`src/rtl/serial_subtractor_ctrl_pkg.sv`:
```
// Shared definitions for the bit-serial subtractor.
//   DEFAULT_WIDTH : default operand width in bits
//   state_t       : controller states (IDLE, SHIFT, DONE)
package serial_subtractor_ctrl_pkg;

  localparam int DEFAULT_WIDTH = 8;

  typedef enum logic [1:0] {
    IDLE  = 2'd0,
    SHIFT = 2'd1,
    DONE  = 2'd2
  } state_t;

endpackage

```
`src/rtl/serial_subtractor_ctrl_full_sub_cell.sv`:
```
// One-bit full subtractor cell: d = a - b - bin, with borrow out.
// Ports:
//   a    in  minuend bit
//   b    in  subtrahend bit
//   bin  in  borrow in
//   d    out difference bit
//   bout out borrow out
module full_sub_cell (
  input  logic a,
  input  logic b,
  input  logic bin,
  output logic d,
  output logic bout
);

  assign d    = a ^ b ^ bin;
  // Borrow when b exceeds a outright, or when the bits are equal and a
  // borrow is already pending.
  assign bout = (~a & b) | (~(a ^ b) & bin);

endmodule

```
`src/rtl/serial_subtractor_ctrl.sv`:
```
// Bit-serial unsigned subtractor, LSB first, one bit per clock.
// A start accepted in IDLE or DONE captures a/b; WIDTH SHIFT cycles later the
// result is loaded into diff/borrow_out and done pulses for one cycle.
// Ports:
//   clk        in  clock, rising edge
//   rst        in  synchronous active-high reset
//   start      in  begin one subtraction (ignored while busy)
//   a, b       in  operands, sampled only when start is accepted
//   busy       out high during SHIFT
//   done       out one-cycle pulse when diff/borrow_out are updated
//   diff       out registered a-b modulo 2^WIDTH
//   borrow_out out registered final borrow (a < b)
module serial_subtractor_ctrl
  import serial_subtractor_ctrl_pkg::*;
#(
  parameter int WIDTH = DEFAULT_WIDTH
) (
  input  logic             clk,
  input  logic             rst,
  input  logic             start,
  input  logic [WIDTH-1:0] a,
  input  logic [WIDTH-1:0] b,
  output logic             busy,
  output logic             done,
  output logic [WIDTH-1:0] diff,
  output logic             borrow_out
);

  localparam int CW = $clog2(WIDTH + 1);
  localparam logic [CW-1:0] LAST = CW'(WIDTH - 1);

  state_t           state_reg;
  logic [WIDTH-1:0] a_sh_reg;
  logic [WIDTH-1:0] b_sh_reg;
  logic [WIDTH-1:0] res_reg;
  logic             brw_reg;
  logic [CW-1:0]    cnt_reg;
  logic             busy_reg;
  logic             done_reg;
  logic [WIDTH-1:0] diff_reg;
  logic             borrow_reg;

  logic             d_bit;
  logic             brw_next;
  logic [WIDTH-1:0] res_next;

  full_sub_cell u_cell (
    .a    (a_sh_reg[0]),
    .b    (b_sh_reg[0]),
    .bin  (brw_reg),
    .d    (d_bit),
    .bout (brw_next)
  );

  // Difference bits enter at the MSB so after WIDTH shifts bit 0 sits at LSB.
  assign res_next = {d_bit, res_reg[WIDTH-1:1]};

  always_ff @(posedge clk) begin
    if (rst) begin
      state_reg  <= IDLE;
      a_sh_reg   <= '0;
      b_sh_reg   <= '0;
      res_reg    <= '0;
      brw_reg    <= 1'b0;
      cnt_reg    <= '0;
      busy_reg   <= 1'b0;
      done_reg   <= 1'b0;
      diff_reg   <= '0;
      borrow_reg <= 1'b0;
    end else begin
      case (state_reg)
        IDLE, DONE: begin
          done_reg <= 1'b0;
          if (start) begin
            a_sh_reg  <= a;
            b_sh_reg  <= b;
            brw_reg   <= 1'b0;
            cnt_reg   <= '0;
            busy_reg  <= 1'b1;
            state_reg <= SHIFT;
          end else begin
            busy_reg  <= 1'b0;
            state_reg <= IDLE;
          end
        end
        SHIFT: begin
          a_sh_reg <= a_sh_reg >> 1;
          b_sh_reg <= b_sh_reg >> 1;
          res_reg  <= res_next;
          brw_reg  <= brw_next;
          cnt_reg  <= cnt_reg + 1'b1;
          // Last bit: publish the just-computed values directly so the
          // result is visible in the same cycle done goes high.
          if (cnt_reg == LAST) begin
            diff_reg   <= res_next;
            borrow_reg <= brw_next;
            busy_reg   <= 1'b0;
            done_reg   <= 1'b1;
            state_reg  <= DONE;
          end
        end
        default: begin
          busy_reg  <= 1'b0;
          done_reg  <= 1'b0;
          state_reg <= IDLE;
        end
      endcase
    end
  end

  assign busy       = busy_reg;
  assign done       = done_reg;
  assign diff       = diff_reg;
  assign borrow_out = borrow_reg;

endmodule

```
`config.mk`:
```
export PLATFORM = sky130hd
export DESIGN_NAME = serial_subtractor_ctrl
export DESIGN_NICKNAME = d
export VERILOG_FILES = /design/src/rtl/serial_subtractor_ctrl_pkg.sv /design/src/rtl/serial_subtractor_ctrl_full_sub_cell.sv /design/src/rtl/serial_subtractor_ctrl.sv
export SDC_FILE = /design/constraint.sdc
export NUM_CORES = 1
export LEC_CHECK = 0
export CAP_MARGIN = 40
export CORE_ASPECT_RATIO = 1.1
export CORE_MARGIN = 5
export CORE_UTILIZATION = 55
export CTS_CLUSTER_SIZE = 16
export DETAILED_ROUTE_END_ITERATION = 8
export GPL_TIMING_DRIVEN = 0
export PLACE_DENSITY_LB_ADDON = 0.15
export SYNTH_ARGS = -nofsm -noshare
export SYNTH_HDL_FRONTEND = slang
export SYNTH_HIERARCHICAL = 1
export SYNTH_SLANG_ARGS = --single-unit
```
`constraint.sdc`:
```
create_clock -name clk -period 2.1 [get_ports clk]
set_input_delay 0.42 -clock clk [delete_from_list [all_inputs] [get_ports clk]]
set_output_delay 0.42 -clock clk [all_outputs]
set_load 0.01 [all_outputs]
```
==> results of run 1 <==
per-stage QoR:
stage                     cell area [µm²]  utilization  hold slack, ns
after floorplan                      1640            -           0.437
after global placement               1970        0.702           0.447
after detailed placement             1970        0.702           0.457
after CTS                            2060        0.736           0.474
after global routing                 2060        0.736           0.502
final                                2060        0.736           0.472
worst min-delay path, stage by stage (launching register included):
cell	delay [ns]
dfxtp_1	0.33
nand2_1	0.05
a21oi_1	0.05
cell families (layout without fill, tap and decap cells):
family / after synthesis / after routing / synth area share
AOI/OAI and AO/OA: 61 / 61 / 0.213
and+or+nand+nor: 60 / 60 / 0.182
adders and majority gates: 2 / 2 / 0.0199
muxes: 2 / 2 / 0.0161
buffers and inverters: 21 / 58 / 0.0803
DFF: 40 / 40 / 0.489
cell usage after synthesis (all sizes together):
cell type  count  share of area
and3b          1         0.0054
nand3b         1         0.0046
nand2b         3          0.011
inv            3         0.0069
ha             1         0.0076
clkbuf         3         0.0069
nand4          1         0.0076
a22oi         14          0.064
and2b          1         0.0046
fa             1          0.012
o21ai          9          0.028
nor3b          1         0.0046
nor3           2         0.0061
nand2         18          0.041
nor2           3         0.0069
dfxtp         40           0.49
buf           15          0.067
a21oi         37           0.11
nand3         28          0.086
a211oi         1         0.0076
nor2b          1         0.0038
mux2           2          0.016
area by class of cell:
| type | count | area share |
|---|---|---|
| plain buffers | 18 | 0.0582 |
| multi-input cells | 125 | 0.341 |
| repair buffers | 29 | 0.141 |
| flip-flops and latches | 40 | 0.388 |
| clock inverters | 1 | 0.0146 |
| well taps | 33 | 0.0200 |
| inverters | 3 | 0.00546 |
| clock buffers | 7 | 0.0315 |
report_power, final:
group          total, mW  leakage [nW]  internal [mW]  switching, mW
clock network      0.565        0.0515          0.316          0.249
logic              0.195         0.362         0.0895          0.106
registers          0.803         0.325          0.786         0.0169
total               1.56         0.738           1.19          0.371
worst paths after layout:
check / endpoint / slack [ns] / cells after the start
setup / recovery: busy / 0.37 / 1
hold / removal: res_reg[1]$_SDFFE_PP0P_ / 0.47 / 2
setup reg to reg: diff[2]$_SDFFE_PP0P_ / 0.63 / 5
hold reg to reg: res_reg[1]$_SDFFE_PP0P_ / 0.47 / 2
per-layer routing:
metal	wire (µm)	track usage	vias up	part of all wire
met2	2030	0.354	46	0.50
li1	-	-	731	-
met5	0	0	-	0
met3	250	0.0478	9	0.062
met4	91	0.114	0	0.022
met1	1680	0.266	730	0.42
==> out/qor.tcl, run 1 <==
set qor(post_cts_resized) 0
set qor(grt_pass1_vias) 1488
set qor(num_io_pins) 30
set qor(netlist-cell-type-count) 26
set qor(max_cap_viol_count) 0
set qor(port_buffers) 29
set qor(antenna_cells) 0
set qor(cpMaxStageDelayCell) {clkdlybuf4s50_1}
set qor(unrepaired_setup_endpoints_after_global_routing) {no}
set qor(critPathTopFamily) {buffers and inverters}
set qor(power_mw) 1.56
set qor(detailroute.via_count) 1516
set qor(global_route_wire_length_before_repair_um) 6710
set qor(crit_required_ns) 1.68
set qor(layout.cells.most_common_list) {dfxtp_1 (40), a21oi_1 (37), clkdlybuf4s50_1 (29)}
set qor(clk_transition_reported_paths_ns) 0.12
set qor(critical_path_class) {flip-flop to output port}
set qor(final_setup_violations) 0
set qor(detailedPlacementHpwl_um) 2730
set qor(finish.cell_count_without_fillers) 256
set qor(grt_max_degree) 13
set qor(synth_register_bits) 40
set qor(fin_skew_ns) 0.00533
set qor(detail_route.first_pass.iterations) 4
set qor(core_area_um2) 2800
set qor(worst_hold_path_type) {flip-flop to flip-flop}
set qor(timing_worst_slew_pin_value_ns) 0.509
set qor(slew_headroom) 0.661
set qor(clkSinkCount) 40
set qor(antenna_violating_nets_post_route) 0
set qor(synth_cells) 186
set qor(cts_buffers) 5
set qor(cts_tree) {built}
set qor(status) {completed}
set qor(syn-cell-area_um2) 1640
set qor(postSynthNetCount) 207
set qor(timing.critical_path.fanout_max) 5
set qor(worstPathBufferInverterCount) 1
set qor(drc_errors) 0
set qor(arrival_ns) 1.31
set qor(crit_start) {busy$_SDFFE_PP0P_}
set qor(routed_wirelength_um) 4050
set qor(fin_ws_ns) 0.373
set qor(final.fill_count) 223
set qor(synth-seq-area-share) 0.489
set qor(clock_tree.root_cell) {clkbuf_4}
set qor(cts.repair_timing.setup_buffer_count) 0
set qor(preCtsSetupSlack_ns) 0.236
set qor(grt_util_all_layers) 0.219
set qor(p_leak_nw) 0.738
set qor(multi_input_comb_area_um2) 704
set qor(cts_hold_buf) 0
set qor(std_cell_rows) 20
set qor(layout.cells.most_common) {dfxtp_1}
set qor(fin_setup_tns_ns) 0
set qor(final_hold_viol_count) 0
set qor(layout-drive-gt1-share) 0.117
set qor(fin_crit_sh) 0.822
set qor(dieHeight_um) 67.2
set qor(power-per-cell-area_nw_per_um2) 757
set qor(cp-start-kind) {flip-flop}
set qor(worstReg2RegStart) {cnt_reg[0]$_SDFFE_PP0P_}
set qor(cts_max_level) 2
set qor(detail_route.wl_per_cell_um) 15.8
set qor(final.min_clock_period_ns) 1.73
set qor(worstSkewPairLatency_ns) 0.35
set qor(number_of_antenna_violations_at_the_first_check_in_global_routing) 0
set qor(die-width_um) 62.0
set qor(sequential_cell_area_um2) 801
set qor(nets) 243
set qor(synthToLayoutAreaGrowth_pct) 26.1
set qor(synthesis.area_per_instance_um2) 8.80
set qor(routed_via_density) 5.92
set qor(gp_routability_congestion) 0.791
set qor(report.final.slew_viol_count) 0
set qor(vdd_drop_max_mv) 0.688
set qor(max-clock-path-buffers) 2
set qor(maxClockFrequency_mhz) 579
set qor(grt_overflow_total) 0
set qor(initialDrtViolationCount) 129
set qor(start_util) 0.584
set qor(slowest_delay_ns) 0.56
set qor(critical_path.cell_chain) {clkdlybuf4s50_1}
set qor(post-place-cells) 248
set qor(yosysWarnings) 6
set qor(die_area_um2) 4170
set qor(min_from) {res_reg[1]$_SDFFE_PP0P_}
set qor(endpoint_kind) {output port}
No activity file was read; power rests on OpenSTA's default activity.
==> run 2, diff against run 1 <==
--- a/config.mk
+++ b/config.mk
@@ -8,7 +8,7 @@
 export CAP_MARGIN = 40
 export CORE_ASPECT_RATIO = 1.1
 export CORE_MARGIN = 5
-export CORE_UTILIZATION = 55
+export CORE_UTILIZATION = 51
 export CTS_CLUSTER_SIZE = 16
 export DETAILED_ROUTE_END_ITERATION = 8
 export GPL_TIMING_DRIVEN = 0
==> constraint.sdc (replaced) <==
create_clock -name clk -period 1.78 [get_ports clk]
set_input_delay 0.356 -clock clk [delete_from_list [all_inputs] [get_ports clk]]
set_output_delay 0.356 -clock clk [all_outputs]
set_load 0.01 [all_outputs]
==> run 2 against run 1 <==
- die area increased by 6.6%
- clock skew is 0.0061 ns higher
- via count shrank 1.1%
- combinational power rose by 17%
- register-to-register slack lost 0.35 ns
- critical path depth stayed put
- global-route usage fell by 3.9 points
- sequential power increased by 18%
- setup slack got worse by 0.23 ns
- critical endpoint unchanged
- largest power group unchanged
==> out/qor.tcl, run 2 (synthesis gave the netlist of run 1 again) <==
set qor(status) {completed} ;# unchanged
set qor(antenna_violating_nets_post_route) 0 ;# unchanged
set qor(core_area_um2) 3070 ;# was 2800 µm²
set qor(port_buffers) 29 ;# unchanged
set qor(comb_power_share) 0.138 ;# was 0.125
set qor(clock_tree.root_cell) {clkbuf_4} ;# unchanged
set qor(grt_overflow_total) 0 ;# unchanged
set qor(power.clock.fraction) 0.290 ;# was 0.361
set qor(cts.repair_timing.setup_buffer_count) 0 ;# unchanged
set qor(report.final.slew_viol_count) 0 ;# unchanged
set qor(clkSinkCount) 40 ;# unchanged
set qor(endpoint_kind) {output port} ;# unchanged
set qor(worst_hold_path_type) {flip-flop to flip-flop} ;# unchanged
set qor(detail_route.wl_per_cell_um) 15.2 ;# was 15.8 µm
set qor(timing.critical_path.fanout_max) 5 ;# unchanged
set qor(timing_worst_slew_pin_value_ns) 0.548 ;# was 0.509 ns
set qor(p_int_mw) 1.23 ;# was 1.19 mW
set qor(die_area_um2) 4440 ;# was 4170 µm²
set qor(power_mw) 1.66 ;# was 1.56 mW
set qor(reg2reg_depth) 5 ;# unchanged
set qor(cts_max_level) 2 ;# unchanged
set qor(endpoint) {busy} ;# unchanged
set qor(r2r-end) {diff[5]$_SDFFE_PP0P_} ;# was diff[2]$_SDFFE_PP0P_
set qor(post_cts_resized) 0 ;# unchanged
set qor(fin_skew_ns) 0.0114 ;# was 0.00533 ns
set qor(critPathTopFamily) {buffers and inverters} ;# unchanged
set qor(switching_power_uw) 430 ;# was 371 µW
set qor(vdd_drop_max_mv) 0.691 ;# was 0.688 mV
set qor(cp-start-kind) {flip-flop} ;# unchanged
set qor(routed_via_density) 5.84 ;# was 5.92
set qor(std_cell_rows) 21 ;# was 20
set qor(multi_input_comb_area_um2) 704 ;# unchanged
set qor(antenna_cells) 0 ;# unchanged
set qor(detailroute.via_count) 1500 ;# was 1516
set qor(grt_max_degree) 13 ;# unchanged
set qor(grt_pass1_vias) 1461 ;# was 1488
set qor(cpMaxStageDelayCell) {clkdlybuf4s50_1} ;# unchanged
set qor(final.min_clock_period_ns) 1.63
set qor(preCtsSetupSlack_ns) -0.0119 ;# was 0.236 ns
set qor(detail_route.first_pass.iterations) 4 ;# unchanged
set qor(unrepaired_setup_endpoints_after_global_routing) {no} ;# unchanged
set qor(final.fill_count) 281 ;# was 223
set qor(crit_start) {busy$_SDFFE_PP0P_} ;# unchanged
set qor(fin_crit_sh) 0.918
set qor(slowest_delay_ns) 0.55 ;# was 0.56 ns
set qor(fin_setup_tns_ns) 0 ;# unchanged
set qor(cts_tree) {built} ;# unchanged
set qor(global_route_wire_length_before_repair_um) 6590 ;# was 6710 µm
set qor(number_of_antenna_violations_at_the_first_check_in_global_routing) 0 ;# unchanged
set qor(initialDrtViolationCount) 91 ;# was 129
set qor(cts_buffers) 5 ;# unchanged
set qor(power-per-cell-area_nw_per_um2) 815 ;# was 757 nW/µm²
set qor(seqPwrFrac) 0.572 ;# was 0.514
set qor(routed_wirelength_um) 3900 ;# was 4050 µm
set qor(hold_slack_ns) 0.473 ;# was 0.472 ns
set qor(gp_routability_congestion) 0.784 ;# was 0.791
set qor(final_hold_viol_count) 0 ;# unchanged
set qor(worstSkewPairLatency_ns) 0.35 ;# about the same
set qor(final_setup_violations) 0 ;# unchanged
set qor(p_leak_nw) 0.718 ;# was 0.738 nW
set qor(r2r_setup_slack_ns) 0.28 ;# was 0.63 ns
set qor(max_cap_viol_count) 0 ;# unchanged
set qor(sequential_cell_area_um2) 801 ;# unchanged
set qor(nets) 243 ;# unchanged
set qor(detailedPlacementHpwl_um) 2770 ;# was 2730 µm
set qor(synthToLayoutAreaGrowth_pct) 24.2 ;# was 26.1%
set qor(drc_errors) 0 ;# unchanged
set qor(crit_cells) 1 ;# unchanged
set qor(critical_path.cell_chain) {clkdlybuf4s50_1} ;# unchanged
set qor(num_io_pins) 30 ;# unchanged
set qor(crit_required_ns) 1.42 ;# was 1.68 ns
set qor(layout.cells.most_common) {dfxtp_1} ;# unchanged
set qor(fin_ws_ns) 0.146 ;# was 0.373 ns
set qor(arrival_ns) 1.28 ;# was 1.31 ns
set qor(clk_transition_reported_paths_ns) 0.12 ;# about the same
set qor(layout.cells.most_common_list) {dfxtp_1 (40), a21oi_1 (37), clkdlybuf4s50_1 (29)} ;# unchanged
set qor(slew_headroom) 0.635 ;# was 0.661
set qor(maxClockFrequency_mhz) 612
set qor(switching_share) 0.259 ;# was 0.238
set qor(start_util) 0.532 ;# was 0.584
set qor(worstPathBufferInverterCount) 1 ;# unchanged
set qor(worstReg2RegStart) {cnt_reg[0]$_SDFFE_PP0P_} ;# unchanged
set qor(layout-drive-gt1-share) 0.112 ;# was 0.117
set qor(grt_util_all_layers) 0.180 ;# was 0.219
set qor(cts_hold_buf) 0 ;# unchanged
set qor(max-clock-path-buffers) 2 ;# unchanged
set qor(die-width_um) 64.0 ;# was 62.0 µm
set qor(dieHeight_um) 69.4 ;# was 67.2 µm
set qor(critical_path_class) {flip-flop to output port} ;# unchanged
## run 2: layout make-up
cell class / count / share of cell area
clock inverters: 1 / 0.00369
flip-flops and latches: 40 / 0.394
clock buffers: 7 / 0.0271
inverters: 3 / 0.00554
plain buffers: 18 / 0.0591
multi-input cells: 125 / 0.347
repair buffers: 29 / 0.143
well taps: 34 / 0.0209
## run 2: worst min-delay path by stage
stage | startpoint | end | slack (ns) | cells past startpoint
4_1_cts | res_reg[1]$_SDFFE_PP0P_ | res_reg[1]$_SDFFE_PP0P_ | 0.47 | 2
3_5_place_dp | res_reg[1]$_SDFFE_PP0P_ | res_reg[1]$_SDFFE_PP0P_ | 0.45 | 2
5_1_grt | b_sh_reg[5]$_SDFFE_PP0P_ | b_sh_reg[5]$_SDFFE_PP0P_ | 0.50 | 2
6_report | res_reg[1]$_SDFFE_PP0P_ | res_reg[1]$_SDFFE_PP0P_ | 0.47 | 2
3_3_place_gp | res_reg[1]$_SDFFE_PP0P_ | res_reg[1]$_SDFFE_PP0P_ | 0.45 | 2
2_1_floorplan | res_reg[1]$_SDFFE_PP0P_ | res_reg[1]$_SDFFE_PP0P_ | 0.44 | 2
## run 2: worst min-delay path, delay by kind of cell, from the launching register on
kind	cells	cell delay, ns
compound gates	1	0.05
flops	1	0.33
simple gates	1	0.05
## run 2: layer usage
metal	track usage	wire length, µm	vias up
li1	-	-	732
met5	0	0	-
met2	0.298	1970	36
met3	0.0681	211	7
met4	0.0393	50	0
met1	0.219	1670	725
## run 2: power groups by stage
stage,registers (mW),clock network [mW],logic (mW)
2_1_floorplan,0.963,0,0.140
3_3_place_gp,0.965,0,0.220
3_5_place_dp,0.967,0,0.226
4_1_cts,0.946,0.490,0.227
5_1_grt,0.951,0.532,0.250
6_report,0.947,0.481,0.228
## run 2: through the flow
| step | instances | utilization | area, µm² |
|---|---|---|---|
| after CTS | 257 | 0.661 | 2030 |
| after global routing | 257 | 0.661 | 2030 |
| after floorplan | 186 | - | 1640 |
| after global placement | 249 | 0.641 | 1970 |
| after detailed placement | 249 | 0.641 | 1970 |
| final | 257 | 0.661 | 2030 |
==> run 3, diff against run 2 <==
--- a/config.mk
+++ b/config.mk
@@ -12,7 +12,7 @@
 export CTS_CLUSTER_SIZE = 16
 export DETAILED_ROUTE_END_ITERATION = 8
 export GPL_TIMING_DRIVEN = 0
-export PLACE_DENSITY_LB_ADDON = 0.15
+export PLACE_DENSITY = 0.81
 export SYNTH_ARGS = -nofsm -noshare
 export SYNTH_HDL_FRONTEND = slang
 export SYNTH_HIERARCHICAL = 1
==> run 3 against run 2 <==
- fmax decreased by 1.2%
- core utilization fell by 0.53 points
- clock power is 12% lower
- wire length decreased by 4.2%
- power down 3.8%
- highest routed layer unchanged
==> out/qor.tcl, run 3 (synthesis gave the netlist of run 1 again) <==
set qor(num_io_pins) 30 ;# unchanged
set qor(comb_power_share) 0.141 ;# was 0.138
set qor(worst_hold_path_type) {flip-flop to flip-flop} ;# unchanged
set qor(dieHeight_um) 69.4 ;# unchanged
set qor(worstPathBufferInverterCount) 1 ;# unchanged
set qor(clock_tree.root_cell) {clkbuf_4} ;# unchanged
set qor(vdd_drop_max_mv) 0.644 ;# was 0.691 mV
set qor(grt_util_all_layers) 0.177 ;# was 0.180
set qor(global_route_wire_length_before_repair_um) 6390 ;# was 6590 µm
set qor(critical_path_class) {flip-flop to output port} ;# unchanged
set qor(final_instance_area_um2) 2020 ;# was 2030 µm²
set qor(gp_routability_congestion) 0.804 ;# was 0.784
set qor(maxUsedRoutingLayer) {met4} ;# unchanged
set qor(detailroute.via_count) 1469 ;# was 1500
set qor(critPathTopFamily) {buffers and inverters} ;# unchanged
set qor(p_int_mw) 1.18 ;# was 1.23 mW
set qor(die_area_um2) 4440 ;# unchanged
set qor(number_of_antenna_violations_at_the_first_check_in_global_routing) 0 ;# unchanged
set qor(switching_share) 0.260 ;# was 0.259
set qor(met1Wirelength_um) 1590 ;# was 1670 µm
set qor(worstSkewPairLatency_ns) 0.35 ;# about the same
set qor(p_leak_nw) 0.715 ;# was 0.718 nW
set qor(die-width_um) 64.0 ;# unchanged
set qor(slowest_delay_ns) 0.56 ;# was 0.55 ns
set qor(status) {completed} ;# unchanged
set qor(maxClockFrequency_mhz) 604 ;# was 612 MHz
set qor(timing.critical_path.fanout_max) 5 ;# unchanged
set qor(critical_path.cell_chain) {clkdlybuf4s50_1} ;# unchanged
set qor(cts.repair_timing.setup_buffer_count) 0 ;# unchanged
set qor(std_cell_rows) 21 ;# unchanged
set qor(dr_wl_met2_um) 1890 ;# was 1970 µm
set qor(clk_transition_reported_paths_ns) 0.11 ;# was 0.12 ns
set qor(timing_worst_slew_pin_value_ns) 0.481 ;# was 0.548 ns
set qor(synthToLayoutAreaGrowth_pct) 23.2 ;# was 24.2%
set qor(grt_pass1_vias) 1468 ;# was 1461
set qor(sequential_cell_area_um2) 801 ;# unchanged
set qor(grt_max_degree) 12 ;# was 13
set qor(nets) 243 ;# unchanged
set qor(fin_skew_ns) 0.0124 ;# was 0.0114 ns
set qor(detail_route.first_pass.iterations) 4 ;# unchanged
set qor(cts_hold_buf) 0 ;# unchanged
set qor(fin_crit_sh) 0.929 ;# was 0.918
set qor(power-per-cell-area_nw_per_um2) 790 ;# was 815 nW/µm²
set qor(endpoint_kind) {output port} ;# unchanged
set qor(crit_required_ns) 1.42 ;# about the same
set qor(layout.cells.most_common) {dfxtp_1} ;# unchanged
set qor(detailedPlacementHpwl_um) 2600 ;# was 2770 µm
set qor(met3RoutedLength_um) 197 ;# was 211 µm
set qor(cp-start-kind) {flip-flop} ;# unchanged
set qor(switching_power_uw) 415 ;# was 430 µW
set qor(routed_via_density) 5.74 ;# was 5.84
set qor(cts_buffers) 5 ;# unchanged
set qor(arrival_ns) 1.30 ;# was 1.28 ns
set qor(multi_input_comb_area_um2) 704 ;# unchanged
set qor(power.clock.fraction) 0.265 ;# was 0.290
set qor(drc_errors) 0 ;# unchanged
set qor(cts_tree) {built} ;# unchanged
set qor(post_cts_resized) 0 ;# unchanged
set qor(antenna_violating_nets_post_route) 0 ;# unchanged
set qor(grt_overflow_total) 0 ;# unchanged
set qor(core_area_um2) 3070 ;# unchanged
set qor(max_cap_viol_count) 0 ;# unchanged
set qor(fin_ws_ns) 0.126 ;# was 0.146 ns
set qor(max-clock-path-buffers) 2 ;# unchanged
set qor(preCtsSetupSlack_ns) -0.00110 ;# was -0.0119 ns
set qor(final_setup_violations) 0 ;# unchanged
set qor(final.min_clock_period_ns) 1.65 ;# was 1.63 ns
set qor(clkSinkCount) 40 ;# unchanged
set qor(start_util) 0.532 ;# unchanged
set qor(routed_wirelength_um) 3740 ;# was 3900 µm
set qor(unrepaired_setup_endpoints_after_global_routing) {no} ;# unchanged
set qor(layout.cells.most_common_list) {dfxtp_1 (40), a21oi_1 (37), clkdlybuf4s50_1 (29)} ;# unchanged
set qor(antenna_cells) 0 ;# unchanged
set qor(port_buffers) 29 ;# unchanged
set qor(slew_headroom) 0.679 ;# was 0.635
set qor(seqPwrFrac) 0.594 ;# was 0.572
set qor(placement.cell_area_um2) 1970 ;# unchanged
set qor(cpMaxStageDelayCell) {clkdlybuf4s50_1} ;# unchanged
set qor(layout-drive-gt1-share) 0.108 ;# was 0.112
set qor(initialDrtViolationCount) 85 ;# was 91
set qor(cts_max_level) 2 ;# unchanged
set qor(final.fill_count) 254 ;# was 281
set qor(report.final.slew_viol_count) 0 ;# unchanged
set qor(final_hold_viol_count) 0 ;# unchanged
set qor(detail_route.wl_per_cell_um) 14.6 ;# was 15.2 µm
run 3: worst min-delay path, delay by kind of cell (launching register included):
kind | cells | cell delay, ns
simple gates | 1 | 0.05
compound gates | 1 | 0.05
flops | 1 | 0.32
run 3: final timing paths:
path / start / endpoint / slack (ns) / cells after the start
min: res_reg[1]$_SDFFE_PP0P_ / res_reg[1]$_SDFFE_PP0P_ / 0.46 / 2
min reg2reg: res_reg[1]$_SDFFE_PP0P_ / res_reg[1]$_SDFFE_PP0P_ / 0.46 / 2
max reg2reg: cnt_reg[0]$_SDFFE_PP0P_ / borrow_out$_SDFFE_PP0P_ / 0.30 / 5
max: busy$_SDFFE_PP0P_ / busy / 0.13 / 1
run 3: area by class of cell:
class                   count  area share
plain buffers              18      0.0596
clock buffers               6      0.0205
flip-flops and latches     40       0.397
well taps                  34      0.0211
repair buffers             29       0.144
inverters                   3     0.00559
clock inverters             1     0.00248
multi-input cells         125       0.349
run 3: layer usage:
layer  up-vias  GRT usage
li1        730          -
met1       696      0.209
met2        36      0.296
met3         7     0.0600
met4         0     0.0554
met5         -          0
run 3: through the flow:
step / util / setup TNS [ns] / instances / hold slack (ns) / power [mW]
detailed placement: 0.641 / -0.00110 / 249 / 0.451 / 1.19
finish: 0.656 / 0 / 256 / 0.461 / 1.59
floorplan: - / 0 / 186 / 0.437 / 1.10
global route: 0.656 / 0 / 256 / 0.500 / 1.67
global placement: 0.641 / 0 / 249 / 0.448 / 1.18
CTS: 0.656 / 0 / 256 / 0.466 / 1.60
run 3: power groups by stage:
stage	sequential [mW]	clock, mW	combinational [mW]
after floorplan	0.963	0	0.140
after global routing	0.951	0.477	0.247
after detailed placement	0.967	0	0.224
final	0.946	0.422	0.225
after global placement	0.966	0	0.219
after CTS	0.946	0.431	0.225
